===== src/rtl/cpu_types_pkg.sv =====
// Shared types for the pipelined core front end.
package cpu_types_pkg;

  typedef logic [31:0] word_t;

  // Fetch FSM states.
  typedef enum logic [1:0] {
    IDLE   = 2'd0,
    FETCH  = 2'd1,
    DROP   = 2'd2,
    HALTED = 2'd3
  } fetch_state_t;

  // IF/ID pipeline latch contents.
  typedef struct packed {
    logic  valid;
    word_t instr;
    word_t pc;
    word_t npc;
  } ifid_t;

  localparam int unsigned DEFAULT_PC_STEP = 4;

endpackage


===== src/rtl/fetch_stage_if.sv =====
// Fetch-stage bus: PC feedback, instruction memory port, control inputs and IF/ID outputs.
interface fetch_stage_if;
  import cpu_types_pkg::*;

  word_t pc_cur;
  word_t pc_next;
  logic  pc_EN;
  logic  imemREN;
  word_t imemaddr;
  logic  ihit;
  word_t imemload;
  logic  stall;
  logic  redirect;
  word_t redirect_pc;
  logic  halt;
  logic  ifid_valid;
  word_t ifid_instr;
  word_t ifid_pc;
  word_t ifid_npc;

  // Fetch stage side.
  modport master (
    input  pc_cur, ihit, imemload, stall, redirect, redirect_pc, halt,
    output pc_next, pc_EN, imemREN, imemaddr, ifid_valid, ifid_instr, ifid_pc, ifid_npc
  );

  // Surrounding core / memory side.
  modport slave (
    output pc_cur, ihit, imemload, stall, redirect, redirect_pc, halt,
    input  pc_next, pc_EN, imemREN, imemaddr, ifid_valid, ifid_instr, ifid_pc, ifid_npc
  );

endinterface


===== src/rtl/ifid_latch.sv =====
// IF/ID pipeline register. Flush wins over load and only kills the valid bit.
module ifid_latch
  import cpu_types_pkg::*;
(
  input  logic  clk_i,
  input  logic  rst_i,
  input  logic  load_i,
  input  logic  flush_i,
  input  ifid_t data_i,
  output ifid_t data_o
);

  ifid_t ifid_q;

  // Register update: async clear, flush before load, otherwise hold.
  always_ff @(posedge clk_i or posedge rst_i) begin
    if (rst_i) begin
      ifid_q <= '0;
    end else if (flush_i) begin
      ifid_q.valid <= 1'b0;
    end else if (load_i) begin
      ifid_q <= data_i;
    end
  end

  assign data_o = ifid_q;

endmodule


===== src/rtl/fetch_stage.sv =====
// Instruction fetch stage: fetch FSM, next-PC mux and IF/ID latch control.
module fetch_stage
  import cpu_types_pkg::*;
#(
  parameter int unsigned PC_STEP = DEFAULT_PC_STEP
) (
  input logic          CLK,
  input logic          RST,
  fetch_stage_if.master bus
);

  fetch_state_t state_q, state_d;
  word_t        drop_addr_q, drop_addr_d;
  word_t        pc_plus;
  logic         ifid_load, ifid_flush;
  ifid_t        ifid_d, ifid_q;

  // Wraps modulo 2^32 by construction.
  assign pc_plus = bus.pc_cur + word_t'(PC_STEP);

  assign ifid_d = '{valid: 1'b1, instr: bus.imemload, pc: bus.pc_cur, npc: pc_plus};

  // Next state, memory request, next-PC mux and IF/ID control.
  always_comb begin
    state_d      = state_q;
    drop_addr_d  = drop_addr_q;
    bus.pc_EN    = 1'b0;
    bus.pc_next  = pc_plus;
    bus.imemREN  = 1'b0;
    bus.imemaddr = bus.pc_cur;
    ifid_load    = 1'b0;
    ifid_flush   = 1'b0;

    unique case (state_q)
      IDLE: begin
        state_d = FETCH;
      end
      FETCH: begin
        bus.imemREN = 1'b1;
        if (bus.redirect) begin
          bus.pc_EN   = 1'b1;
          bus.pc_next = bus.redirect_pc;
          ifid_flush  = 1'b1;
          // Request still in flight: remember it so we can drain the stale response.
          if (!bus.ihit) begin
            drop_addr_d = bus.pc_cur;
            state_d     = DROP;
          end
        end else if (bus.halt) begin
          state_d    = HALTED;
          ifid_flush = !bus.stall;
        end else if (bus.stall) begin
          // Hold everything; the same address is refetched after the stall.
        end else if (bus.ihit) begin
          ifid_load = 1'b1;
          bus.pc_EN = 1'b1;
        end else begin
          ifid_flush = 1'b1;
        end
      end
      DROP: begin
        // Keep the original request stable until memory answers.
        bus.imemREN  = 1'b1;
        bus.imemaddr = drop_addr_q;
        if (bus.ihit) begin
          state_d = FETCH;
        end
        if (bus.redirect) begin
          bus.pc_EN   = 1'b1;
          bus.pc_next = bus.redirect_pc;
        end
        ifid_flush = !bus.stall;
      end
      HALTED: begin
        ifid_flush = !bus.stall;
      end
      default: begin
        state_d = IDLE;
      end
    endcase
  end

  // State and drop address registers.
  always_ff @(posedge CLK or posedge RST) begin
    if (RST) begin
      state_q     <= IDLE;
      drop_addr_q <= '0;
    end else begin
      state_q     <= state_d;
      drop_addr_q <= drop_addr_d;
    end
  end

  ifid_latch u_ifid_latch (
    .clk_i   (CLK),
    .rst_i   (RST),
    .load_i  (ifid_load),
    .flush_i (ifid_flush),
    .data_i  (ifid_d),
    .data_o  (ifid_q)
  );

  assign bus.ifid_valid = ifid_q.valid;
  assign bus.ifid_instr = ifid_q.instr;
  assign bus.ifid_pc    = ifid_q.pc;
  assign bus.ifid_npc   = ifid_q.npc;

endmodule


===== src/flat_wrapper.sv =====
// flat-port wrapper written by rule: the top's interface ports become plain ports
module fetch_stage_flat import cpu_types_pkg::*;
#(
  parameter int unsigned PC_STEP = DEFAULT_PC_STEP
)
  (CLK, RST, bus_pc_cur, bus_ihit, bus_imemload, bus_stall, bus_redirect, bus_redirect_pc, bus_halt, bus_pc_next, bus_pc_EN, bus_imemREN, bus_imemaddr, bus_ifid_valid, bus_ifid_instr, bus_ifid_pc, bus_ifid_npc);
  fetch_stage_if bus_i ();
  input logic CLK;
  input logic RST;
  input wire logic [$bits(bus_i.pc_cur)-1:0] bus_pc_cur;
  input wire logic [$bits(bus_i.ihit)-1:0] bus_ihit;
  input wire logic [$bits(bus_i.imemload)-1:0] bus_imemload;
  input wire logic [$bits(bus_i.stall)-1:0] bus_stall;
  input wire logic [$bits(bus_i.redirect)-1:0] bus_redirect;
  input wire logic [$bits(bus_i.redirect_pc)-1:0] bus_redirect_pc;
  input wire logic [$bits(bus_i.halt)-1:0] bus_halt;
  output wire logic [$bits(bus_i.pc_next)-1:0] bus_pc_next;
  output wire logic [$bits(bus_i.pc_EN)-1:0] bus_pc_EN;
  output wire logic [$bits(bus_i.imemREN)-1:0] bus_imemREN;
  output wire logic [$bits(bus_i.imemaddr)-1:0] bus_imemaddr;
  output wire logic [$bits(bus_i.ifid_valid)-1:0] bus_ifid_valid;
  output wire logic [$bits(bus_i.ifid_instr)-1:0] bus_ifid_instr;
  output wire logic [$bits(bus_i.ifid_pc)-1:0] bus_ifid_pc;
  output wire logic [$bits(bus_i.ifid_npc)-1:0] bus_ifid_npc;
  assign bus_i.pc_cur = bus_pc_cur;
  assign bus_i.ihit = bus_ihit;
  assign bus_i.imemload = bus_imemload;
  assign bus_i.stall = bus_stall;
  assign bus_i.redirect = bus_redirect;
  assign bus_i.redirect_pc = bus_redirect_pc;
  assign bus_i.halt = bus_halt;
  assign bus_pc_next = bus_i.pc_next;
  assign bus_pc_EN = bus_i.pc_EN;
  assign bus_imemREN = bus_i.imemREN;
  assign bus_imemaddr = bus_i.imemaddr;
  assign bus_ifid_valid = bus_i.ifid_valid;
  assign bus_ifid_instr = bus_i.ifid_instr;
  assign bus_ifid_pc = bus_i.ifid_pc;
  assign bus_ifid_npc = bus_i.ifid_npc;
  fetch_stage #(.PC_STEP(PC_STEP)) u_core (.CLK(CLK), .RST(RST), .bus(bus_i));
endmodule

===== config.mk =====
export PLATFORM = sky130hd
export DESIGN_NAME = fetch_stage_flat
export DESIGN_NICKNAME = d
export VERILOG_FILES = /design/src/rtl/cpu_types_pkg.sv /design/src/rtl/fetch_stage_if.sv /design/src/rtl/ifid_latch.sv /design/src/rtl/fetch_stage.sv /design/src/flat_wrapper.sv
export SDC_FILE = /design/constraint.sdc
export NUM_CORES = 1
export LEC_CHECK = 0
export ABC_AREA = 1
export CAP_MARGIN = 20
export CORE_MARGIN = 2
export CORE_UTILIZATION = 47
export CTS_CLUSTER_SIZE = 40
export DETAILED_ROUTE_END_ITERATION = 8
export HOLD_SLACK_MARGIN = 0.15
export PLACE_DENSITY = 0.95
export SYNTH_ARGS = -nofsm -noshare
export SYNTH_HDL_FRONTEND = slang
export SYNTH_SLANG_ARGS = --single-unit

===== constraint.sdc =====
create_clock -name CLK -period 9.96 [get_ports CLK]
set_input_delay 1.992 -clock CLK [delete_from_list [all_inputs] [get_ports CLK]]
set_output_delay 1.992 -clock CLK [all_outputs]
set_load 0.02 [all_outputs]

Word level (Yosys, flattened, before mapping) --
Index checks and enable logic that the tools add are counted.
Word-level totals: input port bits 102, word-level logic and storage cells 48, output and inout port bits 163, bits in registers 131
Operators by class: equal/unequal tests 6, bitwise gates (word level) 2, $add $sub $neg 1, muxes and demuxes 24, reduce and logical (&&, ||, !) cells 9
Operators with widths (count):
- two-way mux 97 bit | 1
- two-way mux 32 bit | 3
- adder 32 x 3 -> 32 bit, second input constant | 1
- two-way mux 1 bit | 13
- two-way mux 2 bit | 4
- != test 3 bit, second input constant | 2
- one-hot mux 2 bit (3 select lines) | 1
- == test 2 bit, second input constant | 2
- one-hot mux 1 bit (2 select lines) | 2
- AND reduction 4 bit | 1
- OR reduction 2 bit | 2
- AND reduction 3 bit | 1
- nonzero test 3 bit | 1
- == test 2 x 1 -> 1 bit, second input constant | 1
- logical NOT 2 bit | 1
- != test 2 bit, second input constant | 1
- NOT 1 bit | 2
- AND reduction 2 bit | 1
- nonzero test 2 bit | 1
- logical NOT 1 bit | 1

Logic depth before layout (Yosys ltp) --
depth in word-level cells 7, depth in mapped cells 11, depth with buffers taken out 10

Cells and area by module --
A second synthesis with hierarchy kept.
Second synthesis, totals: cell total of the unflattened synthesis 923, area total of the unflattened synthesis 6824.0 sq um
Modules (own cells, without submodules):
- ifid_latch | instances 1, sequential area each 2427.3 sq um, cells an instance 423, area each 3847.4 sq um
- fetch_stage | instances 1, sequential area each 850.8 sq um, cells an instance 500, area each 2976.6 sq um

Worst setup path after synthesis --
OpenSTA, ideal clock, no wires.
path kind input-to-output, start point input bus_pc_cur[2], end point output bus_pc_next[14], slack 4894 ps, stages 8, data required time 7968 ps, data arrival time 3074 ps, buffers on the path 0, cell sequence ha_1 -> nand2_1 -> nor2_4 -> nand2_1 -> nor2_1 -> xor2_1 -> nand2_1 -> nand2_1
Between the ends: longest elaborated chain between the ends 3
Ends and longest elaborated chain:
- from (decl) | RTL line flat_wrapper.sv:10 | input wire logic [$bits(bus_i.pc_cur)-1:0] bus_pc_cur;
- adder 32 x 3 -> 32 bit (*) | RTL line fetch_stage.sv:19 | assign pc_plus = bus.pc_cur + word_t'(PC_STEP);
- two-way mux 32 bit | RTL line fetch_stage.sv:40, fetch_stage.sv:68
- two-way mux 32 bit (*)
- to (decl) | RTL line flat_wrapper.sv:17 | output wire logic [$bits(bus_i.pc_next)-1:0] bus_pc_next;
Mark *: on every way between the ends. The rest lies on a longest branch, timed or not.

Worst setup path after layout --
start point input bus_redirect, end point output bus_pc_next[1]
Between the ends: longest elaborated chain between the ends 2
Ends and longest elaborated chain:
- from (decl) | RTL line flat_wrapper.sv:14 | input wire logic [$bits(bus_i.redirect)-1:0] bus_redirect;
- two-way mux 32 bit | RTL line fetch_stage.sv:40, fetch_stage.sv:68
- two-way mux 32 bit
No other way between the ends.

==> flow_summary.json <==
{
  "run_status": "finished clean",
  "maxCapViolCount": 0,
  "first_pass_iters": 5,
  "antenna_found_initial": 1,
  "critPathLaunchType": "input pin",
  "fin_setup_tns_ps": 0,
  "power_density_mw_per_mm2": 283,
  "pin_count": 265,
  "cts-htree-levels": 4,
  "slew_violations": 0,
  "max_slew_margin_pct": 42.8,
  "synth_area_sq_mm": 0.00642,
  "met3_length_um": 1770,
  "coreArea_sq_mm": 0.0133,
  "crit_chain": "clkdlybuf4s50_1 -> nand2_1 -> buf_4 -> clkinv_1 -> buf_16 -> o21ai_0 -> clkdlybuf4s50_1",
  "timing.final.crit_share_pct": 65.8,
  "start_util_pct": 48.3,
  "seq_area_frac_synth_pct": 50.3,
  "netlist.area_leader.share_pct": 50.3,
  "hold_viol": 0,
  "cts_buffers": 17,
  "syn-num-nets": 979,
  "cts_buffer_depth": 2,
  "place_congestion": 0.925,
  "ant_nets": 0,
  "switching_share_pct": 38.3,
  "layout-drive-gt1-share_pct": 4.33,
  "crit_fanout": 30,
  "async_flop_share_pct": 100,
  "track_usage_pct": 30.0,
  "wl_per_cell_um": 16.3,
  "grt_max_degree": 79,
  "synthCells": 871,
  "cts_resized": 0,
  "arrival_ps": 4570,
  "fill_cells": 975,
  "cp_slowest_stage_delay_ps": 640,
  "io_buffers": 264,
  "hold_path.class": "reg -> reg",
  "pwr-share-comb_pct": 46.0,
  "finalSetupViolCount": 0,
  "yosys.area.top_type": "dfrtp_1",
  "hpwl_um": 15400,
  "synth.distinct_cells": 21,
  "synth_ff_type": "dfrtp_1",
  "die_w_um": 121,
  "synthTopCellsByCount": "nand2_1 (458), dfrtp_1 (129), o21ai_0 (107)",
  "clk_pin_slew_worst_paths_ps": 60,
  "crit_buf_inv": 5,
  "grt_setup_unrepaired": "false",
  "cts_tree": "yes",
  "die_area_sq_mm": 0.0146,
  "slowest_stage": "clkdlybuf4s50_1",
  "rows": 42,
  "tightestPinTransition_ps": 857,
  "p_seq_share_pct": 31.1,
  "synthTopCellsByArea": "dfrtp_1 (50%), nand2_1 (27%), o21ai_0 (8.3%)",
  "critPathTopFamily": "buffers and inverters",
  "clock.fmax_ghz": 0.152,
  "p_clk_share_pct": 22.8,
  "synth_most_common_cell": "nand2_1",
  "grt_pass1_wl_um": 33800,
  "worst-endpoint-required_ps": 7970,
  "endpoint_kind": "primary output",
  "area_growth_pct": 52.5,
  "die_h_um": 121,
  "yosys_warnings": 0,
  "drc": 0,
  "fin_nets": 1227,
  "min_period_ps": 6560,
  "grt_pass1_vias": 6523,
  "cts_root_buf": "clkbuf_16",
  "syn_avg_cell_area_sq_um": 7.37,
  "vias_per_cell": 5.07,
  "final_cells": 1308,
  "postCtsHoldBufs": 0,
  "drt-met1-wl_um": 8150,
  "dp.cells": 1273,
  "finClkSkew_ps": 8.69,
  "worstSetupPathType": "in -> out",
  "drtIter0Drc": 530,
  "highest_layer": "met4",
  "synth_edf_count": 0,
  "grt_overflow_total": 0,
  "crit_top_cell": "clkdlybuf4s50_1",
  "p_leak_nw": 4.74,
  "cts_sinks": 129,
  "p_int_mw": 1.71,
  "ys_ff_latch": 129,
  "met2_length_um": 10600,
  "peakVddDrop_mv": 0.162,
  "insertion_delay_ps": 420,
  "switching_power_mw": 1.06,
  "wl_um": 21300,
  "post_cts_buffers": 0,
  "routed-via-count": 6638
}
## kinds of logic (layout without fill, tap and decap cells)
| group | after synthesis | after routing | synth area share, % |
|---|---|---|---|
| AND/OR/NAND/NOR | 517 | 517 | 31.3 |
| flip-flops | 129 | 129 | 50.3 |
| AO/OA/AOI/OAI | 110 | 110 | 8.58 |
| buffers and inverters | 94 | 354 | 6.57 |
| XOR/XNOR | 15 | 15 | 2.05 |
| adder cells (fa/ha/maj) | 6 | 6 | 1.17 |
| other | 0 | 1 | 0 |
## path summary, 6_finish.rpt
path                                                 from                             end  slack [ps]  cells after the start
max                                          bus_redirect                  bus_pc_next[1]        3400                      7
min                        u_core.u_ifid_latch.data_o[26]  u_core.u_ifid_latch.data_o[26]         480                      2
max reg2reg                             u_core.state_q[0]  u_core.u_ifid_latch.data_o[93]        6650                      9
min reg2reg                u_core.u_ifid_latch.data_o[26]  u_core.u_ifid_latch.data_o[26]         480                      2
max in group asynchronous                             RST  u_core.u_ifid_latch.data_o[47]        6650                      3
min in group asynchronous                             RST  u_core.u_ifid_latch.data_o[69]        2020                      2
## cell usage in the layout, fill, tap and decap left out, types with 5 or more instances in the layout
master,n
clkbuf_16,17
nand2_1,457
xor2_1,15
dfrtp_1,129
ha_1,5
inv_1,50
nor2_1,33
nand3_1,15
o21ai_0,107
nor2_4,5
clkdlybuf4s50_1,264
## sequential cells by signal (all words and copies together), names as in the netlist
register                    cells
u_core.drop_addr_q             32
u_core.state_q                  2
u_core.u_ifid_latch.data_o     95
## routing by layer
metal / global-route usage (%) / vias to the layer above
li1: - / 3188
met1: 34.8 / 3083
met2: 50.9 / 311
met3: 8.60 / 56
met4: 14.3 / 0
met5: 0 / -
## worst min-delay path: stages, from the launching register on
cell     delay [ps]
dfrtp_1         340
nand2_1          50
nand2_1          50
## power groups by stage
| stage | clock network [mW] | registers (mW) | logic (mW) |
|---|---|---|---|
| finish | 0.632 | 0.862 | 1.27 |
| global route | 0.669 | 0.884 | 1.38 |
| CTS | 0.637 | 0.857 | 1.26 |
| detailed placement | 0 | 0.859 | 1.25 |
| global placement | 0 | 0.849 | 1.22 |
| floorplan | 0 | 1.02 | 0.457 |
## metrics by stage
step | setup slack [ps] | hold slack [ps] | area [sq um] | util, % | total power [mW]
2_1_floorplan | 4530 | 453 | 6420 | - | 1.48
3_3_place_gp | 3020 | 461 | 9100 | 68.5 | 2.07
3_5_place_dp | 2860 | 465 | 9100 | 68.5 | 2.11
4_1_cts | 2870 | 481 | 9700 | 73.0 | 2.76
5_1_grt | 3180 | 508 | 9790 | 73.6 | 2.93
6_report | 3400 | 477 | 9790 | 73.6 | 2.77
## cell type report
class | count | area [sq um] | area share (%)
diodes | 1 | 2.50 | 0.0256
clock buffers | 18 | 439 | 4.49
clock inverters | 13 | 161 | 1.65
inverters | 53 | 205 | 2.10
multi-input cells | 648 | 2780 | 28.4
flip-flops and latches | 129 | 3230 | 33.0
well taps | 176 | 220 | 2.25
repair buffers | 270 | 2750 | 28.1
Power figures use the tool's default switching activity.
==> RTL change: new RTL, config.mk and constraints unchanged <==
Encoding of `fetch_state_t`: now Gray code (2 bits for 4 states).
--- a/src/rtl/cpu_types_pkg.sv
+++ b/src/rtl/cpu_types_pkg.sv
@@ -5,10 +5,10 @@
 
   // Fetch FSM states.
   typedef enum logic [1:0] {
-    IDLE   = 2'd0,
-    FETCH  = 2'd1,
-    DROP   = 2'd2,
-    HALTED = 2'd3
+    IDLE   = 2'b00,
+    FETCH  = 2'b01,
+    DROP   = 2'b11,
+    HALTED = 2'b10
   } fetch_state_t;
 
   // IF/ID pipeline latch contents.
Behaviour: same outputs for any inputs over 4 cycles, from zero or initial values and one cycle with RST high; so few cycles prove little.
==> RTL change against the unedited design <==
- sequential cell count did not move
- sequential power up 5.5%
- first-iteration DRC count grew 0.19%
- worst setup slack got worse by 0.35 ns
- utilization down 0.79 points
- clock power decreased by 3%
- non-clock buffer count fell by 2
- final area fell by 2.3%
- routed wire length fell by 1.6%
- synthesized area is 2.6% lower
- total power grew 8.8%
- critical endpoint unchanged
==> RTL change: results (changes against the unedited design) <==
stage	metric	value	unit	change
setup_path	rr_endpoint	u_core.drop_addr_q[3]		was u_core.u_ifid_latch.data_o[93]
placement	place.detailed.hpwl	15120	um	was 15420 um
global_route	wire_length_of_the_first_global_routing_pass	32530	um	was 33760 um
min_path	min-delay-start	u_core.u_ifid_latch.data_o[86]		was u_core.u_ifid_latch.data_o[26]
layout	post_route_cells_drive_above_1_share	4.140	%	was 4.332%
layout	antenna-diode-count	0		was 1
power	vdd.ir_drop.worst	0.2388	mV	was 0.1622 mV
setup_path	path_max_fanout	39		was 30
drt	route.met2.wl	10810	um	was 10560 um
setup_path	rrSetupSlack	6.58	ns	was 6.65 ns
drt	drt-wirelength-per-cell	16.28	um	about the same
synth	netlist_instances	853		was 871
setup_path	cp_slowest_stage_delay	0.80	ns	was 0.64 ns
drt	detail_route.wirelength.met1	8177	um	was 8145 um
layout	finish.net_count	1201		was 1227
synth	synth_top_cells_by_area	sky130_fd_sc_hd__dfrtp_1 (52%), sky130_fd_sc_hd__nand2_1 (25%), sky130_fd_sc_hd__nor2_1 (4.1%)		was sky130_fd_sc_hd__dfrtp_1 (50%), sky130_fd_sc_hd__nand2_1 (27%), sky130_fd_sc_hd__o21ai_0 (8.3%)
drt	route.met3.wl	1392	um	was 1773 um
timing	fin_worst_skew	0.007038	ns	was 0.008688 ns
placement	gp_congestion	0.9177		was 0.9249
global_route	grt_start_max_net_pins	93		was 79
synth	synth.top_cell.area_share	51.66	%	was 50.30%
status	outcome	finished, final reports clean		unchanged
synth	synth_sequential_area_ratio	51.66	%	was 50.30%
timing	finalWorstPathRequiredPeriod	6.908	ns	was 6.558 ns
layout	finalNonFillerCells	1287		was 1308
timing	rel_slew_slack	31.73	%	was 42.80%
placement	dp_slack	3.064	ns	was 2.864 ns
setup_path	worst-endpoint-arrival	4.92	ns	was 4.57 ns
power	leakagePower	4.654	nW	was 4.737 nW
==> RTL change: changes by cell type after synthesis, moves of 7 or more <==
cell,delta
sky130_fd_sc_hd__nor2_1,+36
sky130_fd_sc_hd__clkbuf_1,-7
sky130_fd_sc_hd__buf_2,+16
sky130_fd_sc_hd__a21oi_1,+31
sky130_fd_sc_hd__inv_1,-8
sky130_fd_sc_hd__o21ai_0,-67
sky130_fd_sc_hd__o21ai_1,+34
sky130_fd_sc_hd__nand2_1,-42
==> RTL change: metal layers <==
metal	vias to the layer above	track usage, %
met5	-	0
met4	0	11.40
met3	46	6.753
met2	300	53.02
met1	3129	33.46
li1	3133	-
==> RTL change: layout make-up <==
type,count,share of cell area (%)
Inverter,47,1.923
Sequential cell,129,33.74
Multi-Input combinational cell,635,27.74
Tap cell,176,2.302
Clock inverter,13,1.413
Clock buffer,19,4.734
Timing Repair Buffer,268,28.15
==> RTL change: through the flow <==
step | cell area (um^2) | hold slack, ns
6_report | 9567 | 0.4700
5_1_grt | 9567 | 0.4950
4_1_cts | 9539 | 0.4730
3_5_place_dp | 8951 | 0.4570
3_3_place_gp | 8951 | 0.4518
2_1_floorplan | 6248 | 0.4537
==> RTL change: where the power goes <==
group          switching, mW  total (mW)  internal, mW  leakage [nW]
clock                  0.231       0.612         0.380         0.277
combinational          0.815        1.49         0.676          2.76
sequential             0.142       0.909         0.767          1.62
total                   1.19        3.01          1.82          4.65
==> RTL change: cells by family after synthesis <==
family / share of synthesized area (%)
buffers and inverters: 6.027
XOR/XNOR: 1.822
flip-flops: 51.66
AND/OR/NAND/NOR: 31.40
adder cells (fa/ha/maj): 0.2002
AO/OA/AOI/OAI: 8.891
==> RTL change: worst max-delay path: cells and delay by family <==
family | cells | cell delay (ns)
buf+inv | 3 | 2.03
simple gates | 2 | 0.75
compound gates | 1 | 0.11
